===== config.mk =====
export PLATFORM = sky130hd
export DESIGN_NAME = fetch_pc_sequencer
export DESIGN_NICKNAME = d
export VERILOG_FILES = /design/src/rtl/fetch_pc_sequencer.sv
export SDC_FILE = /design/constraint.sdc
export NUM_CORES = 1
export LEC_CHECK = 0
export CORE_ASPECT_RATIO = 0.5
export CORE_UTILIZATION = 30
export DETAILED_ROUTE_END_ITERATION = 8
export GPL_TIMING_DRIVEN = 0
export SETUP_SLACK_MARGIN = 0.2
export SLEW_MARGIN = 20
export SYNTH_ARGS = -nofsm -noshare
export SYNTH_HDL_FRONTEND = slang
export SYNTH_SLANG_ARGS = --single-unit

===== constraint.sdc =====
create_clock -name clk -period 4.5 [get_ports clk]
set_clock_uncertainty 0.15 [all_clocks]
set_input_delay 0.675 -clock clk [delete_from_list [all_inputs] [get_ports clk]]
set_output_delay 0.675 -clock clk [all_outputs]
set_load 0.05 [all_outputs]

===== src/rtl/fetch_pc_sequencer.sv =====
// Next-PC sequencer for the fetch stage: issues I-cache requests and pairs each response with a slot mask.
// Optional macro IF_PERF_CNT_EN adds saturating perf counters for groups, redirects and dropped responses.
module fetch_pc_sequencer #(
   parameter int                 PC_BITS     = 32,
   parameter int                 FETCH_WIDTH = 2,
   parameter int                 INSTR_BYTES = 4,
   parameter logic [PC_BITS-1:0] RESET_PC    = '0,
   localparam int                SLOT_W      = (FETCH_WIDTH > 1) ? $clog2(FETCH_WIDTH) : 1
) (
   input  logic                   clk,
   input  logic                   rst,
   input  logic                   flush_valid_i,
   input  logic [PC_BITS-1:0]     flush_pc_i,
   input  logic                   dec_redir_valid_i,
   input  logic [PC_BITS-1:0]     dec_redir_pc_i,
   input  logic                   pred_taken_i,
   input  logic [SLOT_W-1:0]      pred_slot_i,
   input  logic [PC_BITS-1:0]     pred_target_i,
   output logic                   ic_req_valid_o,
   output logic [PC_BITS-1:0]     ic_req_pc_o,
   input  logic                   ic_req_ready_i,
   input  logic                   ic_resp_valid_i,
   output logic                   out_valid_o,
   output logic [PC_BITS-1:0]     out_pc_o,
   output logic [FETCH_WIDTH-1:0] out_mask_o,
   input  logic                   out_ready_i,
   output logic                   busy_o
`ifdef IF_PERF_CNT_EN
   ,
   output logic [31:0]            perf_groups_o,
   output logic [31:0]            perf_redirects_o,
   output logic [31:0]            perf_dropped_o
`endif
);

   localparam int                 OFF_LSB   = $clog2(INSTR_BYTES);
   localparam int                 GB        = FETCH_WIDTH * INSTR_BYTES;
   localparam logic [PC_BITS-1:0] GB_PC     = PC_BITS'(GB);
   localparam logic [PC_BITS-1:0] OFF_MASK  = PC_BITS'(GB - 1);
   localparam logic [SLOT_W-1:0]  LAST_SLOT = SLOT_W'(FETCH_WIDTH - 1);

   localparam logic [1:0] ST_BOOT  = 2'd0;
   localparam logic [1:0] ST_FETCH = 2'd1;
   localparam logic [1:0] ST_WAIT  = 2'd2;
   localparam logic [1:0] ST_HOLD  = 2'd3;

   logic [1:0]             state_q, state_d;
   logic [PC_BITS-1:0]     pc_q, pc_d;
   logic [PC_BITS-1:0]     next_pc_q, next_pc_d;
   logic                   drop_q, drop_d;
   logic                   out_valid_q, out_valid_d;
   logic [PC_BITS-1:0]     out_pc_q, out_pc_d;
   logic [FETCH_WIDTH-1:0] out_mask_q, out_mask_d;

   logic                   redir;
   logic [PC_BITS-1:0]     redir_pc;
   logic                   req_hs;
   logic [SLOT_W-1:0]      off;
   logic                   taken_ok;
   logic [FETCH_WIDTH-1:0] ones;
   logic [FETCH_WIDTH-1:0] head_mask;
   logic [FETCH_WIDTH-1:0] tail_mask;

   assign redir     = flush_valid_i | dec_redir_valid_i;
   assign redir_pc  = flush_valid_i ? flush_pc_i : dec_redir_pc_i;
   assign req_hs    = (state_q == ST_FETCH) && ic_req_ready_i;
   assign off       = pc_q[OFF_LSB +: SLOT_W];
   assign taken_ok  = pred_taken_i && (pred_slot_i >= off);
   assign ones      = '1;
   assign head_mask = ones << off;
   assign tail_mask = ones >> (LAST_SLOT - pred_slot_i);

   // NOTE: every always_comb output gets a default first so no path leaves it unassigned (no latch).
   always_comb begin
      state_d     = state_q;
      pc_d        = pc_q;
      next_pc_d   = next_pc_q;
      drop_d      = drop_q;
      out_valid_d = out_valid_q;
      out_pc_d    = out_pc_q;
      out_mask_d  = out_mask_q;
      if (state_q == ST_BOOT) begin
         state_d = ST_FETCH;
      end else if (redir) begin
         pc_d        = redir_pc;
         out_valid_d = 1'b0;
         state_d     = ST_FETCH;
         // A same-cycle response in WAIT is consumed here, so only a still-pending one needs dropping.
         if (req_hs)
            drop_d = 1'b1;
         else if (state_q == ST_WAIT)
            drop_d = !ic_resp_valid_i;
      end else begin
         case (state_q)
            ST_FETCH: if (ic_req_ready_i) state_d = ST_WAIT;
            ST_WAIT: begin
               if (ic_resp_valid_i) begin
                  if (drop_q) begin
                     drop_d  = 1'b0;
                     state_d = ST_FETCH;
                  end else begin
                     out_valid_d = 1'b1;
                     out_pc_d    = pc_q;
                     out_mask_d  = taken_ok ? (head_mask & tail_mask) : head_mask;
                     next_pc_d   = taken_ok ? pred_target_i : (pc_q & ~OFF_MASK) + GB_PC;
                     state_d     = ST_HOLD;
                  end
               end
            end
            ST_HOLD: begin
               if (out_ready_i) begin
                  pc_d        = next_pc_q;
                  out_valid_d = 1'b0;
                  state_d     = ST_FETCH;
               end
            end
            default: state_d = ST_BOOT;
         endcase
      end
   end

   // NOTE: sequential state uses non-blocking assignments so every register samples pre-edge values.
   always_ff @(posedge clk or posedge rst) begin
      if (rst) begin
         state_q     <= ST_BOOT;
         pc_q        <= RESET_PC;
         next_pc_q   <= '0;
         drop_q      <= 1'b0;
         out_valid_q <= 1'b0;
         out_pc_q    <= '0;
         out_mask_q  <= '0;
      end else begin
         state_q     <= state_d;
         pc_q        <= pc_d;
         next_pc_q   <= next_pc_d;
         drop_q      <= drop_d;
         out_valid_q <= out_valid_d;
         out_pc_q    <= out_pc_d;
         out_mask_q  <= out_mask_d;
      end
   end

   assign ic_req_valid_o = (state_q == ST_FETCH);
   assign ic_req_pc_o    = pc_q;
   assign out_valid_o    = out_valid_q;
   assign out_pc_o       = out_pc_q;
   assign out_mask_o     = out_mask_q;
   assign busy_o         = (state_q == ST_WAIT) || drop_q;

`ifdef IF_PERF_CNT_EN
   logic ev_group, ev_redir, ev_drop;

   assign ev_group = (state_q == ST_HOLD) && out_ready_i && !redir;
   assign ev_redir = (state_q != ST_BOOT) && redir;
   assign ev_drop  = (state_q == ST_WAIT) && ic_resp_valid_i && (drop_q || redir);

   always_ff @(posedge clk or posedge rst) begin
      if (rst) begin
         perf_groups_o    <= '0;
         perf_redirects_o <= '0;
         perf_dropped_o   <= '0;
      end else begin
         if (ev_group && (perf_groups_o != '1))    perf_groups_o    <= perf_groups_o + 32'd1;
         if (ev_redir && (perf_redirects_o != '1)) perf_redirects_o <= perf_redirects_o + 32'd1;
         if (ev_drop && (perf_dropped_o != '1))    perf_dropped_o   <= perf_dropped_o + 32'd1;
      end
   end
`endif

endmodule


# [Yosys cells after proc, flatten, opt, wreduce, memory -nomap -nowiden]
# Index checks and enable logic that the tools add are counted.
[word_totals] word_cells=65 regBits=102 inputBits=105 output_inout_bits=69
[op_classes] shift=2 reduce_logical=16 add_sub_neg=2 bitwise_logic=5 eq_ne=9 n_mux=23 order_cmp=1
[op_table] op="32-bit two-way mux" n=5
[op_table] op="32-bit by 4-bit adder with 32-bit output, second input constant" n=1
[op_table] op="2-bit two-way mux" n=7
[op_table] op="5-bit AND reduction" n=2
[op_table] op="2-bit nonzero test" n=5
[op_table] op="1-bit two-way mux" n=9
[op_table] op="3-bit != test, second input constant" n=3
[op_table] op="4-bit != test, second input constant" n=2
[op_table] op="2-bit one-hot mux with 3 select lines" n=1
[op_table] op="3-bit AND reduction" n=2
[op_table] op="2-bit equality test, second input constant" n=2
[op_table] op="4-bit by 1-bit != test with 1-bit output, second input constant" n=1
[op_table] op="4-bit AND reduction" n=1
[op_table] op="1-bit inverter" n=3
[op_table] op="3-bit nonzero test" n=1
[op_table] op="2-bit bitwise AND" n=1
[op_table] op="2-bit by 1-bit equality test with 1-bit output, second input constant" n=1
[op_table] op="1-bit logical AND" n=2
[op_table] op="2-bit logical NOT" n=1
[op_table] op="1-bit one-hot mux with 2 select lines" n=1
[op_table] op="2-bit by 1-bit left shift with 2-bit output, first input constant" n=1
[op_table] op="2-bit by 1-bit right shift with 2-bit output, first input constant" n=1
[op_table] op="1-bit >= comparator" n=1
[op_table] op="1-bit logical NOT" n=1
[op_table] op="3 further kinds" n=3

# [Logic depth before layout (Yosys ltp)]
# Gate-level depths: netlist of the first run.
[depth] ltp_word=5 mapped_depth=8 depth_no_buf=6

# [Worst setup path before layout of the first run]
# OpenSTA, ideal clock, no wires.
[synth_path] path_type="reg-to-reg" startpoint="reg pc_q[3], in the netlist ic_req_pc_o[3]" endpoint="reg next_pc_q[19]" required_time_ps=4286 t_arrival_ps=2183 synth_period_minus_slack_ps=2397 stages_incl_launch_ff=7 path_buffers=0 setup_ps=64 path_slack_ps=2103 cell_sequence="dfrtp_1 ha_1 nand2_1 or4_4 or3_1 a31oi_1 a21o_1"
[synth_via] elab_chain_cells=2
[synth_lines] element="from (decl)" line="48" text="logic [PC_BITS-1:0] pc_q, pc_d;"
[synth_lines] element="from (signal assigned)" line="134" text="pc_q <= pc_d;"
[synth_lines] element="32-bit by 4-bit adder with 32-bit output" line="105" text="next_pc_d = taken_ok ? pred_target_i : (pc_q & ~OFF_MASK) + GB_PC;"
[synth_lines] element="32-bit two-way mux" line="105"
[synth_lines] element="to (signal assigned)" line="135" text="next_pc_q <= next_pc_d;"
[synth_lines] element="to (decl)" line="49" text="logic [PC_BITS-1:0] next_pc_q, next_pc_d;"
# No other way between the ends.
# A chain may end at the register's enable or synchronous reset.

# [Worst setup path in the final report of the first run]
[layout_path] startpoint="reg state_q[0]" endpoint="out busy_o"
[layout_via] elab_chain_cells=2
[layout_lines] element="from (decl)" line="47" text="logic [1:0] state_q, state_d;"
[layout_lines] element="from (signal assigned)" line="133" text="state_q <= state_d;"
[layout_lines] element="2-bit equality test" line="148" text="assign busy_o = (state_q == ST_WAIT) || drop_q;"
[layout_lines] element="1-bit logical OR" line="148"
[layout_lines] element="to (decl)" line="27" text="output logic busy_o"
# No other way between the ends.

==> results of run 1 <==
-- how the worst max path moves through the flow --
stage | cells past startpoint | endpoint | slack, ns
CTS | 3 | busy_o | 1.85
finish | 3 | busy_o | 1.86
global placement | 2 | out_pc_o[25]$_DFFE_PP0P_ | -0.74
global route | 7 | next_pc_q[23]$_DFFE_PP0P_ | 1.73
detailed placement | 6 | out_mask_o[0]$_DFFE_PP0P_ | 1.54
floorplan | 1 | drop_q$_DFFE_PP0P_ | 1.0
-- worst max-delay path: cells and delay by family (launching register included) --
kind	cells	cell delay (ns)
buf+inv	1	0.79
flops	1	0.43
simple gates	2	0.26
-- cell usage after synthesis, drive strengths merged, types with 3 or more instances --
cell	n	area, sq um
o22ai	11	68.8
inv	5	18.8
nor2	57	214
nor3	6	30.0
dfrtp	102	2550
and3	3	20.0
o21ai	58	290
clkbuf	33	125
a21oi	49	245
a21o	4	30.0
mux2i	33	330
and4	4	35.0
nand3	22	115
buf	9	45.0
a31oi	3	18.8
nand2	167	627
nand4	9	62.6
o211ai	6	45.0
xnor2	9	78.8
xor2	13	114
-- report_power, final --
| part | leakage [nW] | total [mW] | switching [mW] | internal [mW] |
|---|---|---|---|---|
| clock network | 0.155 | 0.882 | 0.344 | 0.538 |
| registers | 1.37 | 1.02 | 0.0672 | 0.952 |
| logic | 1.79 | 0.500 | 0.294 | 0.206 |
| total | 3.31 | 2.40 | 0.705 | 1.70 |
-- routing by layer --
layer  track usage [%]  up-vias  wire, um
met5                 0        -         0
met4              5.51        0       325
met3              4.38       23      1070
met2              34.1      166      8470
met1              28.1     2504      8510
li1                  -     2480         -
-- area by class of cell --
type	instances	area, sq um
clock buffer	10	229
fill	1644	9130
tap	227	284
multi-input combinational	474	2490
buffer	42	170
timing repair buffer	173	1750
clock inverter	4	97.6
sequential	102	2550
inverter	5	23.8
-- logic make-up after synthesis --
family / count (synthesis) / synth area share, %
and+or+nand+nor: 282 / 23.2
DFF: 102 / 48.8
buffers and inverters: 47 / 3.61
AOI/OAI and AO/OA: 136 / 14.1
muxes: 33 / 6.32
xor gates and xnor gates: 22 / 3.69
adders and majority gates: 1 / 0.239
-- placed cells by master (no fill, tap or decap), types with 2 or more instances in the layout --
| cell type | instances |
|---|---|
| a21o_1 | 4 |
| a21oi_1 | 49 |
| a22oi_1 | 2 |
| a31oi_1 | 3 |
| and2_1 | 2 |
| and3_1 | 2 |
| and4_1 | 4 |
| buf_2 | 9 |
| bufinv_16 | 3 |
| clkbuf_1 | 33 |
| clkbuf_16 | 9 |
| clkdlybuf4s50_1 | 172 |
| dfrtp_1 | 102 |
| inv_1 | 4 |
| mux2i_1 | 33 |
| nand2_1 | 167 |
| nand3_1 | 21 |
| nand4_1 | 8 |
| nor2_1 | 57 |
| nor2b_1 | 2 |
| nor3_1 | 6 |
| o211ai_1 | 6 |
| o21a_1 | 2 |
| o21ai_0 | 57 |
| o22ai_1 | 11 |
| or2_2 | 2 |
| or3_1 | 2 |
| xnor2_1 | 9 |
| xor2_1 | 13 |
-- metrics by stage --
step	power (mW)	area [sq um]	worst slack, ns
finish	2.40	7590	1.86
global route	2.50	7590	1.73
CTS	2.42	7590	1.85
detailed placement	1.53	7270	1.54
global placement	1.53	7230	-0.743
floorplan	1.29	5230	1.00
-- flip-flops by register name, summed over array words and instances (netlist names) --
register	flops
drop_q	1
out_mask_o	2
next_pc_q	32
ic_req_pc_o	32
out_valid_o	1
state_q	2
out_pc_o	32
==> results.py, run 1 <==
metrics = {
    "drt": {
        "ant_nets": 0,
        "via_per_inst": 4.99,
        "route.detailed.drc": 0,
        "num_vias": 5173,
        "firstDrtPassIters": 5,
        "drtIter0Drc": 471,
        "drt-total-wl_um": 18400,
        "wl_per_cell_um": 17.7,
    },
    "clocking": {
        "tritoncts": "built",
        "clkTransAtPathRegs_ns": 0.07,
        "cts.sinks": 102,
        "clockBufferDepth": 2,
        "clock_latency_ns": 0.35,
        "cts_resized": 0,
        "cts_setup_buffers": 0,
        "root_buffer": "clkbuf_16",
        "numCtsBuffers": 9,
        "ctsHoldBuffers": 0,
        "htreeDepth": 3,
    },
    "die": {
        "rows": 33,
        "die-area_sq_um": 18000,
        "die_x_um": 189,
        "initial_core_util_pct": 31.3,
        "core_sq_um": 16700,
        "die_y_um": 95.3,
        "io_pins": 174,
    },
    "setup_path": {
        "rr_worst_depth": 6,
        "worstSetupStartpointType": "register",
        "r2r_end": "next_pc_q[19]$_DFFE_PP0P_",
        "crit_required_ns": 3.67,
        "cp_max_fo": 6,
        "crit_start": "state_q[0]$_DFFE_PP0P_",
        "critPathMaxStageDelay_ns": 0.79,
        "rrSetupSlack_ns": 2.07,
        "critPathSlowestCell": "clkdlybuf4s50_1",
        "crit_chain": "nand2b_1 -> nand2_1 -> clkdlybuf4s50_1",
        "cp.arrival_ns": 1.82,
        "end_kind": "output port",
        "crit-reg2reg-launch": "ic_req_pc_o[4]$_DFFE_PP0P_",
        "path_class": "reg -> out",
    },
    "sta": {
        "tightest_slew_ns": 0.757,
        "fin_tns_setup_ns": 0,
        "relSlewSlack_pct": 49.6,
        "fmax_mhz": 378,
        "period_share_pct": 58.8,
        "hold_viol": 0,
        "rsz0062_at_grt": "no",
        "fin_crit_ns": 2.64,
        "final-max-slew-violation-count": 0,
        "finalSetupViolations": 0,
        "whs_ns": 0.323,
    },
    "job": {
        "maxCapViolations": 0,
    },
    "yosys": {
        "synthFlopType": "dfrtp_1",
        "synth.avg_cell_area_sq_um": 8.39,
        "synth_nets": 729,
        "ys_warn_count": 0,
        "yosysUniqueCellTypes": 39,
        "ys_seq_elements": 102,
        "synth_edf_count": 0,
        "netlist_area_sq_um": 5230,
        "async_flop_share_pct": 100,
        "syn_inst": 623,
        "synth_seq_area_share_pct": 48.8,
    },
    "grt": {
        "grt-ovfl-total": 0,
        "track_usage_pct": 20.8,
        "antenna_found_initial": 0,
        "grt_pass1_vias": 5194,
        "grt_max_degree": 75,
        "grt_pass1_wl_um": 28600,
    },
    "finish": {
        "drive_above_1_share_pct": 3.95,
        "area_delta_synth_final_pct": 45.2,
        "nNetsFinal": 913,
        "final_util_pct": 45.4,
        "n_antenna_cell": 0,
        "finalNonFillerCells": 1037,
    },
    "power_and_ir_drop": {
        "p_per_area_nw_per_um2": 316,
        "power.leakage_nw": 3.31,
        "max-vdd-ir-drop_v": 0.000184,
    },
    "min_path": {
        "min_path_cells": 2,
        "min_to": "next_pc_q[0]$_DFFE_PP0P_",
        "hold_path_class": "reg -> reg",
        "hold_start": "next_pc_q[0]$_DFFE_PP0P_",
    },
    "outcome": {
        "status": "complete, no violations",
    },
    "place": {
        "dp_hpwl_um": 13800,
        "port_buffers": 172,
        "gp_routability_congestion": 0.848,
        "place_inst": 1023,
    },
}
Note: power is estimated with default switching activity, not from simulation.
==> run 2: changes to the inputs <==
clock period = 2.5 ns   (was 4.5 ns; I/O delays follow)
==> results.py, run 2 (same netlist as run 1, synthesis figures left out) <==
metrics = {
    "outcome": {
        "status": "complete, no violations",
    },
    "drt": {
        "route.detailed.drc": 0,
        "drt-total-wl_um": 18200,
        "via_per_inst": 4.96,
        "firstDrtPassIters": 5,
        "drtIter0Drc": 434,
        "ant_nets": 0,
        "num_vias": 5193,
        "wl_per_cell_um": 17.4,
    },
    "finish": {
        "final_util_pct": 45.8,
        "fin_area_sq_um": 7650,
        "drive_above_1_share_pct": 6.10,
        "fillers": 1630,
        "area_delta_synth_final_pct": 46.4,
        "ff_latch_area_sq_um": 2560,
        "final_common_cell": "nand2_1",
        "nNetsFinal": 921,
        "mostFrequentLayoutCells": "nand2_1 (167), clkdlybuf4s50_1 (163), dfrtp_1 (98)",
        "n_antenna_cell": 0,
        "multi_input_area_sq_um": 2490,
    },
    "die": {
        "die-area_sq_um": 18000,
        "rows": 33,
        "core_sq_um": 16700,
        "initial_core_util_pct": 31.3,
        "die_y_um": 95.3,
        "io_pins": 174,
        "die_x_um": 189,
    },
    "setup_path": {
        "end_kind": "output port",
        "cp_max_fo": 6,
        "path_class": "reg -> out",
        "crit_required_ns": 1.98,
        "worstSetupStartpointType": "register",
        "critPathBufInv": 1,
        "cp.arrival_ns": 1.72,
        "critPathMaxStageDelay_ns": 0.88,
        "crit_family": "buffers and inverters",
        "crit_chain": "clkdlybuf4s50_1",
        "critPathSlowestCell": "clkdlybuf4s50_1",
    },
    "place": {
        "port_buffers": 172,
        "placed_area_sq_um": 7310,
        "dp_hpwl_um": 13900,
        "place_ws_ns": -0.131,
        "gp_routability_congestion": 0.890,
    },
    "clocking": {
        "clock_latency_ns": 0.35,
        "root_buffer": "clkbuf_16",
        "clkTransAtPathRegs_ns": 0.07,
        "numCtsBuffers": 9,
        "tritoncts": "built",
        "ctsHoldBuffers": 0,
        "cts.sinks": 102,
        "htreeDepth": 3,
        "clockBufferDepth": 2,
    },
    "grt": {
        "grt-ovfl-total": 0,
        "antenna_found_initial": 0,
        "grt_pass1_wl_um": 28100,
        "track_usage_pct": 20.6,
        "grt_max_degree": 30,
        "grt_pass1_vias": 5044,
    },
    "sta": {
        "rsz0062_at_grt": "yes",
        "hold_viol": 0,
        "fin_crit_ns": 2.25,
        "finalSetupViolations": 0,
        "tightest_slew_ns": 0.733,
        "period_share_pct": 89.8,
        "final-max-slew-violation-count": 0,
        "fmax_mhz": 445,
        "relSlewSlack_pct": 51.1,
        "setup_ws_ns": 0.254,
    },
    "power_and_ir_drop": {
        "finalPower_mw": 4.12,
        "power.leakage_nw": 3.40,
        "max-vdd-ir-drop_v": 0.000334,
        "p_per_area_nw_per_um2": 539,
    },
    "min_path": {
        "hold_path_class": "in -> async",
    },
    "job": {
        "maxCapViolations": 0,
    },
}
-- run 2: cell count changes in the layout (fill, tap and decap cells not counted), sizes merged --
cell and delta:
buf +8, bufinv -3, clkbuf +1, clkdlybuf4s50 -9, clkinv +2, dlygate4sd2 +4, dlymetal6s2s +5, inv +2
-- run 2: layer usage --
metal / part of all wire, % / GRT usage [%] / up-vias
li1: - / - / 2500
met1: 46 / 28.4 / 2466
met2: 46 / 32.7 / 198
met3: 6.3 / 3.68 / 29
met4: 1.9 / 7.33 / 0
met5: 0 / 0 / -
-- run 2: layout make-up --
cell class              instances  share of cell area (%)
multi-input cells             474                    32.5
clock buffers                  11                    3.17
flip-flops and latches        102                    33.4
inverters                       5                   0.294
repair buffers                181                    24.1
clock inverters                 5                   0.523
plain buffers                  42                    2.27
well taps                     227                    3.71
-- run 2: worst paths after layout --
check	from	to	slack [ns]	cells after the start
hold reg to reg	out_pc_o[6]$_DFFE_PP0P_	out_pc_o[6]$_DFFE_PP0P_	0.33	2
hold / removal	rst	ic_req_pc_o[13]$_DFFE_PP0P_	0.31	2
min in group clk	out_pc_o[6]$_DFFE_PP0P_	out_pc_o[6]$_DFFE_PP0P_	0.33	2
setup / recovery	ic_req_pc_o[7]$_DFFE_PP0P_	ic_req_pc_o[7]	0.25	1
setup reg to reg	ic_req_pc_o[11]$_DFFE_PP0P_	next_pc_q[22]$_DFFE_PP0P_	0.30	6
max in group asynchronous	rst	out_pc_o[30]$_DFFE_PP0P_	1.16	4
-- run 2: repair_timing --
item,in CTS,in global routing
buffers inserted,0,6
endpoints found under the setup margin,10,28
gates resized for setup,5,12
endpoints found under the hold margin,0,0
pin swaps,0,2
-- run 2: per-stage QoR --
step | instances | hold WS (ns) | setup TNS, ns
after floorplan | 623 | 0.288 | 0
after global placement | 1022 | 0.299 | -41.69
after detailed placement | 1025 | 0.307 | -3.26
after CTS | 1041 | 0.322 | 0
after global routing | 1047 | 0.344 | 0
final | 1047 | 0.308 | 0
-- run 2: power by group --
group	switching, mW	leakage, nW	internal [mW]
Sequential	0.121	1.37	1.72
Clock	0.659	0.141	0.716
Combinational	0.532	1.90	0.379
==> run 3: changes to the inputs <==
GPL_TIMING_DRIVEN = not set   (was 0)
==> results.py, run 3 (same netlist as run 1, synthesis figures left out) <==
metrics = {
    "outcome": {
        "status": "complete, no violations",
    },
    "die": {
        "core_sq_um": 16700,
        "rows": 33,
        "initial_core_util_pct": 31.3,
        "die_y_um": 95.3,
        "io_pins": 174,
        "die_x_um": 189,
        "die-area_sq_um": 18000,
    },
    "grt": {
        "track_usage_pct": 19.4,
        "antenna_found_initial": 0,
        "grt_pass1_vias": 4811,
        "grt_pass1_wl_um": 26900,
        "grt-ovfl-total": 0,
        "grt_max_degree": 103,
    },
    "sta": {
        "fin_crit_ns": 2.24,
        "relSlewSlack_pct": 61.3,
        "setup_ws_ns": 0.260,
        "tightest_slew_ns": 0.580,
        "final-max-slew-violation-count": 0,
        "fin_tns_setup_ns": 0,
        "rsz0062_at_grt": "no",
        "fmax_mhz": 446,
        "period_share_pct": 89.6,
        "finalSetupViolations": 0,
        "hold_viol": 0,
    },
    "power_and_ir_drop": {
        "internal_power_mw": 2.90,
        "power.leakage_nw": 3.41,
        "clock_power_share_pct": 34.8,
        "max-vdd-ir-drop_v": 0.000335,
        "p_seq_share_pct": 43.8,
        "p_per_area_nw_per_um2": 550,
        "p_sw_share_pct": 30.6,
        "power_switching_mw": 1.28,
        "p_comb_share_pct": 21.4,
    },
    "place": {
        "placed_area_sq_um": 7270,
        "port_buffers": 173,
        "dp_hpwl_um": 12100,
        "place_ws_ns": 0.345,
        "gp_routability_congestion": 0.798,
    },
    "setup_path": {
        "crit_required_ns": 1.98,
        "path_class": "reg -> out",
        "rr_worst_depth": 6,
        "crit_start": "ic_req_pc_o[5]$_DFFE_PP0P_",
        "crit-reg2reg-launch": "ic_req_pc_o[3]$_DFFE_PP0P_",
        "end_kind": "output port",
        "rrSetupSlack_ns": 0.33,
        "cp_max_fo": 7,
        "r2r_end": "next_pc_q[19]$_DFFE_PP0P_",
        "cp.arrival_ns": 1.72,
        "worstSetupStartpointType": "register",
        "cp-endpoint": "ic_req_pc_o[5]",
    },
    "clocking": {
        "htreeDepth": 3,
        "ctsHoldBuffers": 0,
        "cts.sinks": 102,
        "clock_latency_ns": 0.35,
        "root_buffer": "clkbuf_16",
        "numCtsBuffers": 9,
        "clockBufferDepth": 2,
        "tritoncts": "built",
        "cts_setup_buffers": 0,
        "clkTransAtPathRegs_ns": 0.07,
    },
    "finish": {
        "nNetsFinal": 892,
        "area_delta_synth_final_pct": 45.3,
        "fin_area_sq_um": 7600,
        "drive_above_1_share_pct": 6.45,
        "final_common_cell": "nand2_1",
        "mostFrequentLayoutCells": "nand2_1 (167), clkdlybuf4s50_1 (160), dfrtp_1 (100)",
        "n_antenna_cell": 0,
    },
    "drt": {
        "firstDrtPassIters": 5,
        "drtIter0Drc": 264,
        "ant_nets": 0,
        "wl_per_cell_um": 16.7,
        "drt-total-wl_um": 17000,
        "route.detailed.drc": 0,
        "via_per_inst": 4.76,
        "num_vias": 4844,
    },
    "min_path": {
        "hold_path_class": "in -> reg",
    },
    "job": {
        "maxCapViolations": 0,
    },
}
-- run 3: power groups by stage --
stage	logic [mW]	registers [mW]	clock network, mW
finish	0.895	1.83	1.45
global route	0.960	1.84	1.55
CTS	0.905	1.83	1.50
detailed placement	0.904	1.86	0
global placement	0.903	1.86	0
floorplan	0.276	2.05	0
-- run 3: metrics by stage --
step,instances,power (mW),utilization (%),hold WS (ns)
6_report,1018,4.18,45.4,0.176
5_1_grt,1018,4.36,45.4,0.204
4_1_cts,1018,4.24,45.3,0.167
3_5_place_dp,1002,2.77,43.5,0.310
3_3_place_gp,1002,2.76,43.5,0.300
2_1_floorplan,623,2.33,-,0.288
-- run 3: per-layer routing --
layer  routed length, um  vias up  share of wire, %  GRT usage, %
met1                8050     2292                47          26.8
met3                 907       14               5.3          4.20
li1                    -     2435                 -             -
met2                7810      103                46          31.1
met4                 189        0               1.1          4.44
met5                   0        -                 0             0
-- run 3: final cells by class --
type	instances	area [sq um]
clock inverters	6	70.1
well taps	227	284
clock buffers	10	239
flip-flops and latches	102	2550
multi-input cells	474	2490
repair buffers	194	1930
fillers	1636	9130
inverters	5	22.5
-- run 3: worst min path at each step --
stage	startpoint	to	slack (ns)	cells past startpoint
after floorplan	next_pc_q[0]$_DFFE_PP0P_	next_pc_q[0]$_DFFE_PP0P_	0.29	2
after global placement	next_pc_q[1]$_DFFE_PP0P_	next_pc_q[1]$_DFFE_PP0P_	0.30	2
after detailed placement	next_pc_q[1]$_DFFE_PP0P_	next_pc_q[1]$_DFFE_PP0P_	0.31	2
after CTS	flush_valid_i	state_q[0]$_DFFE_PP0P_	0.17	3
after global routing	flush_valid_i	state_q[0]$_DFFE_PP0P_	0.20	3
final	flush_valid_i	state_q[0]$_DFFE_PP0P_	0.18	3
-- run 3: critical path, stage by stage, from the launching register on --
cell	delay (ns)
dfrtp_1	0.37
buf_4	0.18
clkdlybuf4s50_1	0.82
-- run 3: repair_timing --
item,in CTS,in global routing
gates resized for setup,3,8
pin swaps,0,0
endpoints found under the setup margin,3,8
endpoints found under the hold margin,0,0
